### src/rtl/mac_stream_feeder_pkg.sv
// Shared types for the piped_mac input stream generator.
package mac_stream_pkg;
    localparam int BEAT_W  = 16;
    localparam int TUSER_W = 32;

    typedef enum logic [1:0] {IDLE, BIAS, STREAM} state_t;

    typedef struct packed {
        logic [BEAT_W-1:0] data;
        logic              last;
    } beat_t;
endpackage

### src/rtl/mac_stream_feeder_if.sv
// Outbound AXI-Stream bundle toward piped_mac.
interface mac_stream_feeder_if;
    import mac_stream_pkg::*;

    logic               MO_AXIS_TVALID;
    logic               MO_AXIS_TREADY;
    logic [BEAT_W-1:0]  MO_AXIS_TDATA;
    logic               MO_AXIS_TLAST;
    logic [TUSER_W-1:0] MO_AXIS_TUSER;

    modport master (
        output MO_AXIS_TVALID, MO_AXIS_TDATA, MO_AXIS_TLAST, MO_AXIS_TUSER,
        input  MO_AXIS_TREADY
    );

    modport slave (
        input  MO_AXIS_TVALID, MO_AXIS_TDATA, MO_AXIS_TLAST, MO_AXIS_TUSER,
        output MO_AXIS_TREADY
    );
endinterface

### src/rtl/mac_stream_feeder_beat_fifo.sv
// Small synchronous FIFO of pair beats; absorbs memory read latency under stalls.
module mac_beat_fifo
    import mac_stream_pkg::*;
#(
    parameter  int DEPTH = 2,
    localparam int CNT_W = $clog2(DEPTH + 1),
    localparam int PTR_W = (DEPTH > 1) ? $clog2(DEPTH) : 1
) (
    input  logic             clk,
    input  logic             rst_n,
    input  logic             i_push,
    input  beat_t            i_din,
    input  logic             i_pop,
    output beat_t            o_dout,
    output logic [CNT_W-1:0] o_count,
    output logic             o_empty,
    output logic             o_full
);
    beat_t            r_mem [DEPTH];
    logic [PTR_W-1:0] r_wr_ptr;
    logic [PTR_W-1:0] r_rd_ptr;
    logic [CNT_W-1:0] r_count;

    function automatic logic [PTR_W-1:0] ptr_next(input logic [PTR_W-1:0] p);
        return (p == PTR_W'(DEPTH - 1)) ? '0 : p + PTR_W'(1);
    endfunction

    // Storage, pointers and occupancy; reset drops any buffered beats.
    always_ff @(posedge clk or negedge rst_n) begin
        if (!rst_n) begin
            for (int i = 0; i < DEPTH; i++) r_mem[i] <= '0;
            r_wr_ptr <= '0;
            r_rd_ptr <= '0;
            r_count  <= '0;
        end else begin
            if (i_push) begin
                r_mem[r_wr_ptr] <= i_din;
                r_wr_ptr        <= ptr_next(r_wr_ptr);
            end
            if (i_pop) r_rd_ptr <= ptr_next(r_rd_ptr);
            case ({i_push, i_pop})
                2'b10:   r_count <= r_count + CNT_W'(1);
                2'b01:   r_count <= r_count - CNT_W'(1);
                default: ;
            endcase
        end
    end

    assign o_dout  = r_mem[r_rd_ptr];
    assign o_count = r_count;
    assign o_empty = (r_count == '0);
    assign o_full  = (r_count == CNT_W'(DEPTH));
endmodule

### src/rtl/mac_stream_feeder.sv
// Per command: one bias beat, then cmd_len {weight,activation} beats fetched
// from two 1-cycle memories, TLAST on the final beat.
module mac_stream_feeder
    import mac_stream_pkg::*;
#(
    parameter int ADDR_W     = 12,
    parameter int LEN_W      = 16,
    parameter int FIFO_DEPTH = 2
) (
    input  logic                ACLK,
    input  logic                ARESETN,
    input  logic                cmd_valid,
    output logic                cmd_ready,
    input  logic [BEAT_W-1:0]   cmd_bias,
    input  logic [LEN_W-1:0]    cmd_len,
    input  logic [ADDR_W-1:0]   cmd_w_base,
    input  logic [ADDR_W-1:0]   cmd_a_base,
    input  logic [TUSER_W-1:0]  cmd_tuser,
    output logic                w_rd_en,
    output logic [ADDR_W-1:0]   w_rd_addr,
    input  logic [7:0]          w_rd_data,
    output logic                a_rd_en,
    output logic [ADDR_W-1:0]   a_rd_addr,
    input  logic [7:0]          a_rd_data,
    mac_stream_feeder_if.master mo_axis,
    output logic                done
);
    localparam int CNT_W = $clog2(FIFO_DEPTH + 1);

    state_t             r_state;
    logic               r_alive;
    logic [BEAT_W-1:0]  r_bias;
    logic [LEN_W-1:0]   r_len;
    logic [LEN_W-1:0]   r_rd_cnt;
    logic [ADDR_W-1:0]  r_w_base;
    logic [ADDR_W-1:0]  r_a_base;
    logic [TUSER_W-1:0] r_tuser;
    logic               r_inflight;
    logic               r_inflight_last;

    beat_t              w_rx_beat;
    beat_t              w_head;
    beat_t              w_out;
    logic [CNT_W-1:0]   w_count;
    logic [CNT_W:0]     w_occ;
    logic               w_empty, w_full;
    logic               w_tvalid, w_hs, w_push, w_pop, w_rd, w_cmd_hs, w_active;

    // Memory data is live in the cycle after the read strobe.
    assign w_rx_beat = {w_rd_data, a_rd_data, r_inflight_last};

    // Output beat select: bias first, then FIFO head, else the returning read
    // directly so an unstalled stream has no bubbles.
    always_comb begin
        w_tvalid = 1'b0;
        w_out    = '0;
        case (r_state)
            BIAS: begin
                w_tvalid = 1'b1;
                w_out    = {r_bias, (r_len == '0)};
            end
            STREAM: begin
                if (!w_empty) begin
                    w_tvalid = 1'b1;
                    w_out    = w_head;
                end else if (r_inflight) begin
                    w_tvalid = 1'b1;
                    w_out    = w_rx_beat;
                end
            end
            default: ;
        endcase
    end

    assign mo_axis.MO_AXIS_TVALID = w_tvalid;
    assign mo_axis.MO_AXIS_TDATA  = w_out.data;
    assign mo_axis.MO_AXIS_TLAST  = w_out.last;
    assign mo_axis.MO_AXIS_TUSER  = w_tvalid ? r_tuser : '0;

    assign w_hs      = w_tvalid && mo_axis.MO_AXIS_TREADY;
    assign done      = w_hs && w_out.last;
    assign cmd_ready = r_alive && (r_state == IDLE);
    assign w_cmd_hs  = cmd_valid && cmd_ready;
    assign w_active  = (r_state == BIAS) || (r_state == STREAM);

    // A returning read bypasses the FIFO only when it is consumed on arrival.
    assign w_pop  = (r_state == STREAM) && w_hs && !w_empty;
    assign w_push = r_inflight && !((r_state == STREAM) && w_hs && w_empty) && !w_full;

    // Count the read in flight as occupied space so a stall can never overflow.
    assign w_occ = {1'b0, w_count} + (CNT_W + 1)'(r_inflight);
    assign w_rd  = w_active && (r_rd_cnt < r_len) && (w_occ < (CNT_W + 1)'(FIFO_DEPTH));

    assign w_rd_en   = w_rd;
    assign a_rd_en   = w_rd;
    assign w_rd_addr = w_rd ? r_w_base + ADDR_W'(r_rd_cnt) : '0;
    assign a_rd_addr = w_rd ? r_a_base + ADDR_W'(r_rd_cnt) : '0;

    // Command sequencing: accept, bias beat, pair beats until TLAST handshake.
    always_ff @(posedge ACLK or negedge ARESETN) begin
        if (!ARESETN) begin
            r_state  <= IDLE;
            r_alive  <= 1'b0;
            r_bias   <= '0;
            r_len    <= '0;
            r_w_base <= '0;
            r_a_base <= '0;
            r_tuser  <= '0;
        end else begin
            r_alive <= 1'b1;
            case (r_state)
                IDLE: if (w_cmd_hs) begin
                    r_bias   <= cmd_bias;
                    r_len    <= cmd_len;
                    r_w_base <= cmd_w_base;
                    r_a_base <= cmd_a_base;
                    r_tuser  <= cmd_tuser;
                    r_state  <= BIAS;
                end
                BIAS:    if (w_hs) r_state <= (r_len == '0) ? IDLE : STREAM;
                STREAM:  if (done) r_state <= IDLE;
                default: r_state <= IDLE;
            endcase
        end
    end

    // Read issue bookkeeping; the in-flight flag marks data arriving next cycle.
    always_ff @(posedge ACLK or negedge ARESETN) begin
        if (!ARESETN) begin
            r_rd_cnt        <= '0;
            r_inflight      <= 1'b0;
            r_inflight_last <= 1'b0;
        end else begin
            r_inflight      <= w_rd;
            r_inflight_last <= w_rd && (r_rd_cnt == r_len - LEN_W'(1));
            if (w_cmd_hs)  r_rd_cnt <= '0;
            else if (w_rd) r_rd_cnt <= r_rd_cnt + LEN_W'(1);
        end
    end

    mac_beat_fifo #(.DEPTH(FIFO_DEPTH)) u_fifo (
        .clk     (ACLK),
        .rst_n   (ARESETN),
        .i_push  (w_push),
        .i_din   (w_rx_beat),
        .i_pop   (w_pop),
        .o_dout  (w_head),
        .o_count (w_count),
        .o_empty (w_empty),
        .o_full  (w_full)
    );
endmodule

### src/flat_wrapper.sv
// flat-port wrapper written by rule: the top's interface ports become plain ports
module mac_stream_feeder_flat import mac_stream_pkg::*;
#(
    parameter int ADDR_W     = 12,
    parameter int LEN_W      = 16,
    parameter int FIFO_DEPTH = 2
)
  (ACLK, ARESETN, cmd_valid, cmd_ready, cmd_bias, cmd_len, cmd_w_base, cmd_a_base, cmd_tuser, w_rd_en, w_rd_addr, w_rd_data, a_rd_en, a_rd_addr, a_rd_data, done, mo_axis_MO_AXIS_TVALID, mo_axis_MO_AXIS_TDATA, mo_axis_MO_AXIS_TLAST, mo_axis_MO_AXIS_TUSER, mo_axis_MO_AXIS_TREADY);
  mac_stream_feeder_if mo_axis_i ();
  input  logic ACLK;
  input  logic ARESETN;
  input  logic cmd_valid;
  output logic cmd_ready;
  input  logic [BEAT_W-1:0] cmd_bias;
  input  logic [LEN_W-1:0] cmd_len;
  input  logic [ADDR_W-1:0] cmd_w_base;
  input  logic [ADDR_W-1:0] cmd_a_base;
  input  logic [TUSER_W-1:0] cmd_tuser;
  output logic w_rd_en;
  output logic [ADDR_W-1:0] w_rd_addr;
  input  logic [7:0] w_rd_data;
  output logic a_rd_en;
  output logic [ADDR_W-1:0] a_rd_addr;
  input  logic [7:0] a_rd_data;
  output logic done;
  output wire logic [$bits(mo_axis_i.MO_AXIS_TVALID)-1:0] mo_axis_MO_AXIS_TVALID;
  output wire logic [$bits(mo_axis_i.MO_AXIS_TDATA)-1:0] mo_axis_MO_AXIS_TDATA;
  output wire logic [$bits(mo_axis_i.MO_AXIS_TLAST)-1:0] mo_axis_MO_AXIS_TLAST;
  output wire logic [$bits(mo_axis_i.MO_AXIS_TUSER)-1:0] mo_axis_MO_AXIS_TUSER;
  input wire logic [$bits(mo_axis_i.MO_AXIS_TREADY)-1:0] mo_axis_MO_AXIS_TREADY;
  assign mo_axis_MO_AXIS_TVALID = mo_axis_i.MO_AXIS_TVALID;
  assign mo_axis_MO_AXIS_TDATA = mo_axis_i.MO_AXIS_TDATA;
  assign mo_axis_MO_AXIS_TLAST = mo_axis_i.MO_AXIS_TLAST;
  assign mo_axis_MO_AXIS_TUSER = mo_axis_i.MO_AXIS_TUSER;
  assign mo_axis_i.MO_AXIS_TREADY = mo_axis_MO_AXIS_TREADY;
  mac_stream_feeder #(.ADDR_W(ADDR_W), .LEN_W(LEN_W), .FIFO_DEPTH(FIFO_DEPTH)) u_core (.ACLK(ACLK), .ARESETN(ARESETN), .cmd_valid(cmd_valid), .cmd_ready(cmd_ready), .cmd_bias(cmd_bias), .cmd_len(cmd_len), .cmd_w_base(cmd_w_base), .cmd_a_base(cmd_a_base), .cmd_tuser(cmd_tuser), .w_rd_en(w_rd_en), .w_rd_addr(w_rd_addr), .w_rd_data(w_rd_data), .a_rd_en(a_rd_en), .a_rd_addr(a_rd_addr), .a_rd_data(a_rd_data), .mo_axis(mo_axis_i), .done(done));
endmodule
### config.mk
export PLATFORM = sky130hd
export DESIGN_NAME = mac_stream_feeder_flat
export DESIGN_NICKNAME = d
export VERILOG_FILES = /design/src/rtl/mac_stream_feeder_pkg.sv /design/src/rtl/mac_stream_feeder_if.sv /design/src/rtl/mac_stream_feeder_beat_fifo.sv /design/src/rtl/mac_stream_feeder.sv /design/src/flat_wrapper.sv
export SDC_FILE = /design/constraint.sdc
export NUM_CORES = 1
export LEC_CHECK = 0
export CAP_MARGIN = 40
export CELL_PAD_IN_SITES_DETAIL_PLACEMENT = 1
export CELL_PAD_IN_SITES_GLOBAL_PLACEMENT = 2
export CORE_MARGIN = 3
export CORE_UTILIZATION = 28
export CTS_CLUSTER_DIAMETER = 60
export DETAILED_ROUTE_END_ITERATION = 7
export PLACE_DENSITY_LB_ADDON = 0.1
export SYNTH_ARGS = -nofsm -noshare
export SYNTH_HDL_FRONTEND = slang
export SYNTH_SLANG_ARGS = --single-unit
### constraint.sdc
create_clock -name ACLK -period 2.7 [get_ports ACLK]
set_input_delay 0.54 -clock ACLK [delete_from_list [all_inputs] [get_ports ACLK]]
set_output_delay 0.54 -clock ACLK [all_outputs]
set_load 0.03 [all_outputs]
After elaboration in Yosys (flattened, before gate mapping)
Index checks and enable logic that the tools add are counted. Widths: inputs -> output; s select.

Add/subtract/negate cells: 9. Order comparisons: 5. Equality and inequality tests: 9. Muxes and demuxes: 25. Bitwise operators: 2. Reduce and logical (&&, ||, !) cells: 24.

Operators with widths (number): $mux 17 (6); $bwmux 34 (1); $pmux 17 s2 (1); $mux 16 (2); $mux 32 (1); $add 12x12->12 (2); $mux 12 (2); $demux 17 s1 (1); $add 16x1->16 const B (1); $eq 16x16->1 (1); $logic_not 16->1 (1); $lt 16x16->1 (1); $sub 16x1->16 const B (1); $logic_and 1x1->1 (13); $mux 2 (4); $eq 2x2->1 const B (3); $pmux 2 s3 (1); $eq 2x1->1 const B (2); $ge 2x2->1 const B (2); $logic_not 2->1 (2); $mux 1 (4); $ne 2x1->1 const B (2); $not 1->2 (2); $pmux 2 s2 (1); other kinds (13) (17).

Bits in registers: 147. Bits of input ports: 108. Output and inout bits: 78. Logic and storage cells: 91.

Logic depth before layout (Yosys ltp)
Gate-level depths: netlist (run 1).

Depth after elaboration: 11. Depth in mapped cells: 10. Mapped depth without buffers: 10.

Modules after synthesis
Synthesis (run 1) repeated with hierarchy kept, for this count alone.

Cells, all modules: 1001. Area, all modules: 8717.1 um^2.

Modules (own cells, without submodules): mac_stream_feeder (instances 1, cells an instance 896, area an instance 7065.5 um^2, sequential area each 2727.6 um^2); mac_beat_fifo (instances 1, cells an instance 105, area an instance 1651.6 um^2, sequential area each 950.9 um^2).

Least setup slack after synthesis (run 1)
No wires, ideal clock.

Path kind: reg-to-output. Start: reg u_core.r_rd_cnt[9]. End: out a_rd_addr[10]. Arrival time: 3.034 ns. Required time: 2.160 ns. Path slack: -0.874 ns. Cell stages (with the launch flop): 8. Buffers on the path: 0. Path through: dfrtp_1 > ha_1 > a21oi_1 > o21ai_1 > a2111oi_0 > a211o_1 > nand2_1 > nor4b_1.

Cells in the longest elaborated chain, start to end: 4. Elaborated cells on any way between the ends: 5. Classes of those cells: add/sub: 1; order compare: 1; mux: 1; reduce/logical: 2.

Ends and longest elaborated chain: from (decl) (line mac_stream_feeder.sv:34) `logic [LEN_W-1:0] r_rd_cnt;`; from (signal assigned) (line mac_stream_feeder.sv:137) `else if (w_rd) r_rd_cnt <= r_rd_cnt + LEN_W'(1);`; $lt 16x16->1 (line mac_stream_feeder.sv:92) `assign w_rd = w_active && (r_rd_cnt < r_len) && (w_occ < (CNT_W + 1)'(FIFO_DEPTH));`; $logic_and 1x1->1 (2 in a row) (line mac_stream_feeder.sv:92); $mux 12 * (line mac_stream_feeder.sv:97) `assign a_rd_addr = w_rd ? r_a_base + ADDR_W'(r_rd_cnt) : '0;`; to (decl) (line flat_wrapper.sv:23) `output logic [ADDR_W-1:0] a_rd_addr;`.

Mark *: on every way between the ends. The rest lies on a longest branch, timed or not.

Final worst setup path (run 1)
Start: reg u_core.r_rd_cnt[1]. End: out w_rd_addr[10].

Cells in the longest elaborated chain, start to end: 4. Elaborated cells on any way between the ends: 5. Classes of those cells: add/sub: 1; order compare: 1; mux: 1; reduce/logical: 2.

Ends and longest elaborated chain: $lt 16x16->1 (line mac_stream_feeder.sv:92); $logic_and 1x1->1 (2 in a row) (line mac_stream_feeder.sv:92); $mux 12 * (line mac_stream_feeder.sv:96) `assign w_rd_addr = w_rd ? r_w_base + ADDR_W'(r_rd_cnt) : '0;`; to (decl) (line flat_wrapper.sv:20) `output logic [ADDR_W-1:0] w_rd_addr;`.

Marks and branches as above.

==> impl_metrics.tcl, run 1 <==
set metrics [dict create \
    status "complete, but fails checks" \
    violations "negative setup slack" \
    synth_cell_types 56 \
    clock_latency_ps 430 \
    synth-edff-count 0 \
    yosysTopAreaCellShare 0.4271 \
    grt_pass1_vias 8784 \
    path_clk_slew_ps 60 \
    dieArea_um2 32900 \
    rsz0062_at_grt "true" \
    yosysMostFrequentCell "nand2_1" \
    crit_family "compound AO/OA/AOI/OAI gates" \
    io_pins 186 \
    die_y_um 181.4 \
    maxCapViolCount 0 \
    syn_nets 1132 \
    worstRegToRegCells 12 \
    seq_area_um2 3686 \
    slew_violations 0 \
    cts-root-buf "clkbuf_16" \
    crit_type "register to output port" \
    io_buffers 185 \
    path_cells "ha_4, nor2b_1, o211ai_1, a21o_1, a211o_4, nand2_8, buf_12, clkinv_8, and3_4, buf_6" \
    wl_per_cell_um 18.38 \
    start_kind "register" \
    wl_met2_mm 14.29 \
    fill_cells 3390 \
    hold_buffers 0 \
    worstSetupEndpointType "output port" \
    grt_use_total 0.1871 \
    row_count 63 \
    tightest_slew_ps 560.8 \
    area_delta_synth_final_pct 59.36 \
    cp_max_fo 7 \
    critical_path_buf_inv_count 3 \
    post-route-period-util 1.218 \
    cp_num_cells 10 \
    fin_util 0.4582 \
    wl_met3_mm 1.377 \
    cpMaxStageDelayCell "dfrtp_2" \
    fin_skew_ps 10.82 \
    p_per_area_nw_per_um2 354.2 \
    post-route-drc-count 0 \
    start_util 0.2876 \
    required_ps 2160 \
    clk_path_buf_depth 2 \
    ys_seq_area_frac 0.4271 \
    antenna_left 0 \
    via_per_inst 4.839 \
    drt-total-wl_mm 31.01 \
    fin_nets 1440 \
    ys_ff_latch 147 \
    diodes 0 \
    htreeDepth 4 \
    synthTopCellsByArea "dfrtp_1 43%, nand2_1 11%, ha_1 6.5%" \
    grt_start_max_net_pins 63 \
    first_iter_violations 221 \
    setup_viol 28 \
    ys_dominant_reg_cell "dfrtp_1" \
    drt-met1-wl_mm 15.05 \
    final_area_um2 13730 \
    dieWidth_um 181.4 \
    dp_hpwl_mm 21.24 \
    dpl_cell_area_um2 11950 \
    synthCells 977 \
    cts_tree "done" \
    multi_input_area_um2 5419 \
    vias 8164 \
    cp.arrival_ps 2750 \
    hold_path.class "input port to async pin" \
    netlist_area_um2 8613 \
    antenna_found_initial 0 \
    grt_overflow 0 \
    leakagePower_nw 6.506 \
    clock_sinks 147 \
    slew_headroom 0.6261 \
    synthArstFlopShare 1.000 \
    finalCriticalPeriod_ps 3290 \
    hold_viol_final 0 \
    core_area_um2 29950 \
    top_layer "met4" \
    avgSynthCellArea_um2 8.816 \
    drive_above_1_share 0.3207 \
    crit_path_max_incr_delay_ps 500 \
    ys_warn_count 0 \
    setup_ws_ps -589.8 \
    ys_top_cells_by_count "257 x nand2_1, 147 x dfrtp_1, 63 x a21oi_1, 46 x clkbuf_1, 45 x ha_1" \
    cts_made_buffers 17 \
    synth_top_cell_by_area "dfrtp_1" \
    grt_pass1_wl_mm 49.05 \
    globalplace.congestion 0.8048 \
    vdd_drop_max_v 0.0004113 \
    firstDrtPassIters 4 \
    max_freq_mhz 304.0 \
]
[final timing paths]
| path | to | from | slack [ps] |
|---|---|---|---|
| setup / recovery | w_rd_addr[10] | u_core.r_rd_cnt[1] | -590 |
| hold / removal | u_core.r_w_base[5] | ARESETN | 60 |
| setup reg to reg | u_core.r_rd_cnt[11] | u_core.r_rd_cnt[1] | 20 |
| hold reg to reg | u_core.r_tuser[7] | u_core.r_tuser[7] | 470 |
| max in group asynchronous | u_core.r_inflight | ARESETN | 1790 |
| min in group ACLK | u_core.r_tuser[7] | u_core.r_tuser[7] | 470 |
[through the flow]
stage          setup WS, ps  power [mW]  setup TNS (ps)  std cells  hold WS [ps]
2_1_floorplan         1.954       2.248               0        977         244.4
5_1_grt              -646.3       5.062          -15250       1687         93.63
3_5_place_dp         -212.0       2.471           -3723       1624         454.6
4_1_cts              -487.1       4.939          -12260       1676         71.07
6_report             -589.8       4.861          -13090       1687         62.60
3_3_place_gp         -180.7       2.471           -1901       1624         449.3
[layout by cell type, fill, tap and decap left out, types with 16 or more instances in the layout]
cell type	instances
nand2_1	253
buf_4	141
dfrtp_1	141
clkdlybuf4s50_1	107
buf_6	59
a21oi_1	45
mux2_1	28
ha_1	27
and2_4	23
xnor2_1	23
buf_12	23
nor2_1	21
o21ai_1	20
clkbuf_16	19
mux2i_1	17
a22oi_1	16
a21oi_2	16
[power breakdown]
part	internal [mW]	switching (mW)	total, mW	leakage, nW
clock	1.41	1.02	2.44	0.279
combinational	0.142	0.0809	0.223	4.35
sequential	2.20	0.000334	2.20	1.88
[kinds of logic after synthesis]
kind of cell / Yosys count / share of synthesized area
AO/OA/AOI/OAI: 185 / 0.1332
XOR/XNOR: 39 / 0.03966
adder cells (fa/ha/maj): 47 / 0.07002
buffers and inverters: 76 / 0.03428
flip-flops: 147 / 0.4271
multiplexers: 52 / 0.06551
other: 1 / 0.0004354
AND/OR/NAND/NOR: 430 / 0.2298
[per-layer routing]
layer | global-route usage | up-vias
met4 | 0.04205 | 0
met2 | 0.2953 | 144
met5 | 0 | -
li1 | - | 3994
met1 | 0.2638 | 4009
met3 | 0.04107 | 17
[cell type report]
type	count	share of cell area
flip-flops and latches	147	0.2686
inverters	25	0.007931
clock inverters	11	0.009298
repair buffers	340	0.2506
well taps	390	0.03555
clock buffers	20	0.03327
multi-input cells	754	0.3948
[sequential cells by signal, indices dropped and copies added, names as in the netlist, 12 cells and up]
register	flops
u_core.r_rd_cnt	16
u_core.r_a_base	12
u_core.u_fifo.r_mem	34
u_core.r_bias	16
u_core.r_w_base	12
u_core.r_len	16
u_core.r_tuser	32
[repair_timing]
item / in CTS / in global routing
pin swaps: 28 / 42
buffers inserted: 21 / 14
endpoints found under the hold margin: 0 / 0
cloned: 2 / 2
setup endpoints to repair: 68 / 78
resized for setup: 108 / 105
(Power assumes the default switching activity.)
==> inputs of run 2 (changes only) <==
--- a/config.mk
+++ b/config.mk
@@ -9,9 +9,10 @@
 export CELL_PAD_IN_SITES_DETAIL_PLACEMENT = 1
 export CELL_PAD_IN_SITES_GLOBAL_PLACEMENT = 2
 export CORE_MARGIN = 3
-export CORE_UTILIZATION = 28
+export CORE_UTILIZATION = 25
 export CTS_CLUSTER_DIAMETER = 60
 export DETAILED_ROUTE_END_ITERATION = 7
+export MAX_ROUTING_LAYER = met4
 export PLACE_DENSITY_LB_ADDON = 0.1
 export SYNTH_ARGS = -nofsm -noshare
 export SYNTH_HDL_FRONTEND = slang
==> constraint.sdc (replaced) <==
create_clock -name ACLK -period 3 [get_ports ACLK]
set_input_delay 0.6 -clock ACLK [delete_from_list [all_inputs] [get_ports ACLK]]
set_output_delay 0.6 -clock ACLK [all_outputs]
set_load 0.03 [all_outputs]
==> impl_metrics.tcl, run 2 (synthesis results as in run 1) <==
set metrics [dict create \
    grt_start_max_net_pins 59 \
    io_pins 186 \
    start_kind "register" \
    largest_reg_flops 34 \
    vdd_drop_max_v 0.0003931 \
    cp_max_fo 6 \
    row_count 67 \
    antenna_left 0 \
    required_ps 2400 \
    grt_overflow 0 \
    fill_cells 3837 \
    drive_above_1_share 0.2582 \
    setup_ws_ps -250.7 \
    path_clk_slew_ps 70 \
    dieWidth_um 191.6 \
    core_area_um2 33780 \
    clock_latency_ps 440 \
    cpMaxStageDelayCell "dfrtp_1" \
    cts_tree "done" \
    top_register "u_core.u_fifo.r_mem" \
    slew_headroom 0.4739 \
    firstDrtPassIters 4 \
    p_per_area_nw_per_um2 341.8 \
    combPwrFrac 0.045 \
    wl_per_cell_um 18.35 \
    dp_hpwl_mm 21.64 \
    post-route-drc-count 0 \
    status "complete, but fails checks" \
    area_delta_synth_final_pct 51.18 \
    violations "negative setup slack" \
    fin_setup_tns_ps -4512 \
    seq_power_share 0.445 \
    htreeDepth 4 \
    globalplace.congestion 0.8292 \
    grt_pass1_vias 8459 \
    path_cells "ha_1, nand2_4, nor2_4, a2111oi_4, a211o_1, nand2_4, buf_12, nor4b_4, buf_12" \
    fin_util 0.3854 \
    power.switching_mw 1.024 \
    finalCriticalPeriod_ps 3251 \
    hold_buffers 0 \
    dp.cells 1641 \
    p_int_mw 3.427 \
    hold_viol_final 0 \
    place_ws_ps -47.08 \
    clock_sinks 147 \
    post-route-period-util 1.084 \
    clkPwrFrac 0.510 \
    antenna_found_initial 2 \
    total_power_mw 4.451 \
    p_sw_frac 0.2301 \
    final_common_cell "nand2_1" \
    start_util 0.2550 \
    stdcell_count 1696 \
    die_y_um 191.6 \
    top_regs "u_core.u_fifo.r_mem: 34 flops, u_core.r_tuser: 32 flops" \
    hold_path.class "input port to async pin" \
    max_freq_mhz 307.6 \
    drt-total-wl_mm 31.12 \
    worstSetupEndpointType "output port" \
    rsz0062_at_grt "true" \
    final_area_um2 13020 \
    crit_type "register to output port" \
    leakagePower_nw 6.176 \
    whs_ps 94.34 \
    slew_violations 0 \
    layout_common_cells "253 x nand2_1, 142 x dfrtp_1, 132 x buf_4" \
    crit_family "compound AO/OA/AOI/OAI gates" \
    r2r_setup_slack_ps 210 \
    critical_path_buf_inv_count 2 \
    cp.arrival_ps 2650 \
    grt_use_total 0.1752 \
    fin_nets 1390 \
    setup_viol 28 \
    vias 7919 \
    clk_path_buf_depth 2 \
    tightest_slew_ps 783.9 \
    cts_made_buffers 17 \
    dieArea_um2 36720 \
    cts-root-buf "clkbuf_16" \
    maxCapViolCount 0 \
    via_per_inst 4.669 \
    grt_pass1_wl_mm 48.21 \
    first_iter_violations 295 \
    io_buffers 185 \
    dpl_cell_area_um2 11600 \
    crit_path_max_incr_delay_ps 430 \
    fin_skew_ps 8.478 \
]
-- run 2: power groups by stage --
stage | clock, mW | combinational, mW | sequential, mW
2_1_floorplan | 0 | 0.00246 | 2.02
3_3_place_gp | 0 | 0.205 | 2.02
3_5_place_dp | 0 | 0.205 | 2.02
4_1_cts | 2.37 | 0.206 | 1.98
5_1_grt | 2.44 | 0.218 | 1.98
6_report | 2.27 | 0.200 | 1.98
-- run 2: layout make-up --
class | instances | area [um2] | area share
Multi-Input combinational cell | 754 | 5234 | 0.4019
Sequential cell | 147 | 3685 | 0.2830
Timing Repair Buffer | 290 | 2833 | 0.2175
Tap cell | 448 | 560.5 | 0.04305
Clock buffer | 17 | 425.4 | 0.03267
Clock inverter | 14 | 182.7 | 0.01403
Inverter | 25 | 98.84 | 0.007591
Antenna cell | 1 | 2.502 | 0.0001922
-- run 2: repair_timing --
action	4_1_cts	5_1_grt
cloned	0	2
hold endpoints to repair	0	0
resized for setup	79	55
setup endpoints to repair	60	60
setup buffers	14	9
pin swaps	15	18
-- run 2: worst paths after layout --
kind,from,endpoint,cells after the start
max,u_core.r_rd_cnt[6],a_rd_addr[10],9
min,ARESETN,u_core.r_w_base[4],1
max reg2reg,u_core.r_len[6],u_core.r_inflight_last,8
min reg2reg,u_core.r_tuser[23],u_core.r_tuser[23],2
max in group asynchronous,ARESETN,u_core.r_state[0],2
min in group ACLK,u_core.r_tuser[23],u_core.r_tuser[23],2
-- run 2: metal layers --
metal  GRT usage  part of all wire
met5           -                 0
met3     0.03888             0.050
met4     0.04544             0.012
met1      0.2360              0.48
met2      0.2677              0.46
